<file path="src/rtl/l1a_smp_tagger.sv">
// L1A event tagger: counts L1As, opens per-event sample windows, tags each ADC word one cycle late.
// Build option: define L1A_PHASE_TAG_EN to carry L1A_PHASE in bit 37 of L1A_SMP_DATA.
module l1a_smp_tagger #(
  parameter int NWIN = 8
) (
  input  logic        CLK,
  input  logic        RST_RESYNC,
  input  logic [6:0]  SAMP_MAX,
  input  logic        L1A,
  input  logic        L1A_MATCH,
  input  logic        L1A_PHASE,
  input  logic [11:0] DIN,
  input  logic        DIN_VLD,
  input  logic        DIN_FIRST,
  output logic [11:0] WDATA,
  output logic        WREN,
  output logic [37:0] L1A_SMP_DATA,
  output logic [6:0]  OVRLP_SMP_DATA,
  output logic        L1A_WRT_EN,
  output logic        DBL_L1A,
  output logic        WIN_OVF
);

  logic        phase_in;
`ifdef L1A_PHASE_TAG_EN
  assign phase_in = L1A_PHASE;
`else
  logic unused_phase;
  assign unused_phase = L1A_PHASE;
  assign phase_in     = 1'b0;
`endif

  logic [23:0] l1acnt_q, l1acnt_d;
  logic [11:0] l1amcnt_q, l1amcnt_d;
  logic        pend_q, pend_d;
  logic [37:0] latch_q, latch_d;
  logic [6:0]  rem_q [NWIN];
  logic [6:0]  rem_d [NWIN];
  logic [11:0] wdata_q, wdata_d;
  logic        wren_q, wren_d;
  logic [37:0] tag_q, tag_d;
  logic [6:0]  ovrlp_q, ovrlp_d;
  logic        wrt_en_q, wrt_en_d;
  logic        dbl_q, dbl_d;
  logic        ovf_q, ovf_d;

  logic [6:0]  samp_eff;
  logic [37:0] new_tag, eff_tag;
  logic        sample_start, found, act_any, evt_end;
  logic [3:0]  extra_cnt;

  always_comb begin
    samp_eff     = (SAMP_MAX == 7'd0) ? 7'd1 : SAMP_MAX;
    l1acnt_d     = l1acnt_q + {23'd0, L1A};
    l1amcnt_d    = l1amcnt_q + {11'd0, L1A & L1A_MATCH};
    new_tag      = {phase_in, L1A_MATCH, l1amcnt_d, l1acnt_d};
    // A same-cycle L1A supersedes whatever is already latched.
    eff_tag      = L1A ? new_tag : latch_q;
    sample_start = DIN_VLD & DIN_FIRST;

    latch_d   = eff_tag;
    pend_d    = pend_q | L1A;
    dbl_d     = dbl_q | (L1A & pend_q);
    ovf_d     = ovf_q;
    wdata_d   = DIN;
    wren_d    = DIN_VLD;
    wrt_en_d  = 1'b0;
    tag_d     = tag_q;
    ovrlp_d   = ovrlp_q;
    rem_d     = rem_q;
    found     = 1'b0;
    act_any   = 1'b0;
    evt_end   = 1'b0;
    extra_cnt = 4'd0;

    if (sample_start) begin
      if (pend_q | L1A) begin
        wrt_en_d = 1'b1;
        pend_d   = 1'b0;
        tag_d    = eff_tag;
        if (eff_tag[36]) begin
          for (int i = 0; i < NWIN; i++) begin
            if (!found && rem_q[i] == 7'd0) begin
              rem_d[i] = samp_eff;
              found    = 1'b1;
            end
          end
          if (!found) ovf_d = 1'b1;
        end
      end
      // Flags see the windows as they stand on this sample, then every live window ages by one.
      for (int i = 0; i < NWIN; i++) begin
        if (rem_d[i] != 7'd0) begin
          if (act_any && extra_cnt != 4'hF) extra_cnt = extra_cnt + 4'd1;
          act_any = 1'b1;
          if (rem_d[i] == 7'd1) evt_end = 1'b1;
          rem_d[i] = rem_d[i] - 7'd1;
        end
      end
      ovrlp_d = {evt_end, extra_cnt >= 4'd2, extra_cnt >= 4'd1, extra_cnt};
    end
  end

  always_ff @(posedge CLK or posedge RST_RESYNC) begin
    if (RST_RESYNC) begin
      l1acnt_q  <= '0;
      l1amcnt_q <= '0;
      pend_q    <= 1'b0;
      latch_q   <= '0;
      for (int i = 0; i < NWIN; i++) rem_q[i] <= '0;
      wdata_q   <= '0;
      wren_q    <= 1'b0;
      tag_q     <= '0;
      ovrlp_q   <= '0;
      wrt_en_q  <= 1'b0;
      dbl_q     <= 1'b0;
      ovf_q     <= 1'b0;
    end else begin
      l1acnt_q  <= l1acnt_d;
      l1amcnt_q <= l1amcnt_d;
      pend_q    <= pend_d;
      latch_q   <= latch_d;
      rem_q     <= rem_d;
      wdata_q   <= wdata_d;
      wren_q    <= wren_d;
      tag_q     <= tag_d;
      ovrlp_q   <= ovrlp_d;
      wrt_en_q  <= wrt_en_d;
      dbl_q     <= dbl_d;
      ovf_q     <= ovf_d;
    end
  end

  assign WDATA          = wdata_q;
  assign WREN           = wren_q;
  assign L1A_SMP_DATA   = tag_q;
  assign OVRLP_SMP_DATA = ovrlp_q;
  assign L1A_WRT_EN     = wrt_en_q;
  assign DBL_L1A        = dbl_q;
  assign WIN_OVF        = ovf_q;

endmodule

</file>
<file path="config.mk">
export PLATFORM = sky130hd
export DESIGN_NAME = l1a_smp_tagger
export DESIGN_NICKNAME = d
export VERILOG_FILES = /design/src/rtl/l1a_smp_tagger.sv
export SDC_FILE = /design/constraint.sdc
export NUM_CORES = 1
export LEC_CHECK = 0
export ABC_AREA = 1
export BUFFER_PORTS_ARGS = -buffer_cell sky130_fd_sc_hd__buf_2
export CORE_MARGIN = 2
export CORE_UTILIZATION = 48
export CTS_BUF_LIST = sky130_fd_sc_hd__clkbuf_8 sky130_fd_sc_hd__clkbuf_16
export DETAILED_ROUTE_END_ITERATION = 8
export GPL_TIMING_DRIVEN = 1
export PLACE_DENSITY = 0.66
export RECOVER_POWER = 25
export SYNTH_ARGS = -nofsm -noshare
export SYNTH_HDL_FRONTEND = slang
export SYNTH_SLANG_ARGS = --single-unit
</file>
<file path="constraint.sdc">
create_clock -name CLK -period 11.45 [get_ports CLK]
set_clock_uncertainty 0.2 [all_clocks]
set_input_delay 0 -clock CLK [delete_from_list [all_inputs] [get_ports CLK]]
set_output_delay 0 -clock CLK [all_outputs]
set_load 0.05 [all_outputs]
</file>
==> reports/metrics.cfg <==
[drt]
drc=0
vias_per_cell=5.21
routed_wirelength_um=21700
vias=8353
first_pass_iters=5
ant_nets=0
drtIter0Drc=475
wl_per_cell_um=13.5

[cts]
cts_tree=done
clock_path_buffers=2
cts_root_buffer=clkbuf_16
cts_setup_buffers=0
clk_latency_ns=0.44
htree_levels=4
numCtsBuffers=17
cts_sinks=192
clk_pin_slew_ns=0.08

[critical_path]
cp.depth=48
cp_num_buf_inv=11
r2r_setup_slack_ns=5.10
crit_start=L1A
crit_family=buffers and inverters
startpoint_type=input port
crit_type=in -> reg
crit_top_cell=nand2_1
slowest_stage=clkbuf_1
worstPathRequired_ns=11.58
reg2reg_from=pend_q
critPathMaxFanout=42
r2r-end=OVRLP_SMP_DATA[4]
r2r.worst_path.cells=44
crit_end=OVRLP_SMP_DATA[4]
end_kind=flop
critPathMaxStageDelay_ns=1.44
cp.arrival_ns=8.55

[min_path]
hp-start=SAMP_MAX[2]
hold_class=in -> reg

[final_layout]
antenna_cells=0
drive_gt1_share_pct=10.1
layout_common_cells=270 x nand2_1, 192 x dfrtp_1, 152 x nor2_1, 116 x inv_1, 77 x nand3_1
final_common_cell=nand2_1
area_delta_synth_final_pct=15.1
nets=1374

[outcome]
outcome=finished with violations
violations=max-capacitance violations, max-slew violations

[floorplanning]
placementRows=52
dieWidth_um=148
die_h_um=148
initial_utilization_pct=49.2
die_area_um2=22000
ios=87
core-area_um2=20400

[sta]
worst_slack_ns=3.03
rsz0062_at_grt=no
tightest_slew_ns=6.01
relSlewSlack_pct=-301
clock.fmax_ghz=0.119
min_period_ns=8.42
setup_viol=0
fin_crit_sh_pct=73.5
setup_tns_ns=0
hold_slack_ns=0.0150
hold_viol=0
report.final.slew_viol_count=187

[yosys]
ys.flop_type=dfrtp_1
ys_seq_area_share_pct=48.0
yosys_register_bits=192
syn_area_um2=10000
syn_nets=1264
synth-edff-count=0
yosysWarningCount=0
synth_cell_types=48
synthCells=1209
ys_async_sr_fraction_pct=100
syn_avg_cell_area_um2=8.29

[pwr]
clkPwrFrac_pct=17.5
vdd_drop_max_mv=0.309
internal-power_mw=1.74
power_density_nw_per_um2=290
power.switching_mw=1.60
leakage_nw=5.68
pwr-share-seq_pct=28.8
switching_share_pct=47.9
pwr-share-comb_pct=53.6

[global_route]
grt_pass1_vias=8001
antenna_found_initial=0
grt_overflow_total=0
grt_util_all_layers_pct=20.8
grt_max_degree=144
grt_pass1_wl_um=37500

[place]
dp_hpwl_um=14600
preCtsSetupSlack_ns=4.59
gp_congestion=0.866
portBuffers=85

[flow_run]
cap_violations=2

-- synth_stat cells (2+ instances only) --
master	n	share of area (%)
inv_2	16	0.60
buf_1	7	0.26
o22ai_1	13	0.81
o311ai_0	2	0.17
and3_1	2	0.12
nand4_1	29	1.8
o21ai_1	10	0.50
clkbuf_1	20	0.75
o21ai_0	45	2.2
nand2_1	270	10
o21ai_2	2	0.17
nand3_2	6	0.60
buf_2	2	0.10
a31oi_1	47	2.9
nand2_4	5	0.56
xor2_1	45	3.9
ha_1	29	3.6
nand3_1	77	3.8
a21oi_1	25	1.2
nor2_1	153	5.7
nor4_1	7	0.44
nand2_2	17	1.1
nor3_1	15	0.75
nor2_4	4	0.45
nor2_2	11	0.69
o211ai_1	2	0.15
inv_1	117	4.4
buf_6	2	0.22
dfrtp_1	192	48
xnor2_1	16	1.4
o21bai_1	2	0.15
nand4_2	3	0.37
-- power by group through the flow --
stage / sequential (mW) / combinational [mW] / clock [mW]
2_1_floorplan: 1.11 / 1.31 / 0
3_3_place_gp: 0.967 / 1.75 / 0
3_5_place_dp: 0.970 / 1.79 / 0
4_1_cts: 0.960 / 1.81 / 0.604
5_1_grt: 0.985 / 2.07 / 0.629
6_report: 0.962 / 1.79 / 0.585
-- how the worst min path moves through the flow --
stage	slack [ns]	depth (start not counted)	to
after detailed placement	-0.09	1	WDATA[4]
after global routing	0.03	2	WDATA[6]
after global placement	-0.09	1	WDATA[2]
after CTS	0.0009	6	rem_q[2]
final	0.02	6	rem_q[2]
after floorplan	-0.17	0	WDATA[0]
-- routing by layer --
layer	vias up	track usage, %	routed length [um]	share of wire [%]
met2	174	35.1	10300	48
met3	27	3.34	964	4.5
met1	3955	27.7	10000	46
met5	-	0	0	0
li1	4197	-	-	-
met4	0	6.52	396	1.8
-- stage by stage --
step / std cells / power, mW / area, um^2 / utilization (%)
2_1_floorplan: 1209 / 2.42 / 10000 / -
3_3_place_gp: 1538 / 2.72 / 10700 / 52.5
3_5_place_dp: 1538 / 2.76 / 10700 / 52.5
4_1_cts: 1602 / 3.37 / 11600 / 57.0
5_1_grt: 1602 / 3.68 / 11500 / 56.6
6_report: 1602 / 3.34 / 11500 / 56.6
-- kinds of logic (layout without fill, tap and decap cells) --
family / count (synthesis) / in the layout / synth area share [%]
AND/OR/NAND/NOR: 606 / 606 / 27.5
AO/OA/AOI/OAI: 156 / 156 / 9.20
adder cells (fa/ha/maj): 29 / 29 / 3.62
XOR/XNOR: 61 / 61 / 5.33
buffers and inverters: 164 / 287 / 6.32
multiplexers: 1 / 1 / 0.112
flip-flops: 192 / 192 / 48.0
-- final cells by class --
type	count	area, um^2
repair buffers	122	701
clock inverters	15	171
well taps	270	338
clock buffers	17	425
fillers	1920	8840
inverters	133	500
multi-input cells	853	4590
flip-flops and latches	192	4800
-- state kept, by name, indices dropped and copies added, names as in the netlist --
register / flops
rem_q: 56
WIN_OVF: 1
l1acnt_q: 24
latch_q: 38
L1A_WRT_EN: 1
pend_q: 1
OVRLP_SMP_DATA: 7
L1A_SMP_DATA: 38
WDATA: 12
WREN: 1
l1amcnt_q: 12
DBL_L1A: 1
-- worst register-to-register path, delay by kind of cell (launching register included) --
kind | cells | cell delay [ns]
buf+inv | 7 | 0.54
flops | 1 | 0.39
simple gates | 25 | 2.67
fa+ha+maj | 7 | 1.65
compound gates | 5 | 0.79
-- timing repair --
| action | 4_1_cts | 5_1_grt |
|---|---|---|
| hold endpoints to repair | 244 | 0 |
| hold buffers | 32 | 0 |
| resized for setup | 0 | 0 |
No activity file was read; power rests on OpenSTA's default activity.
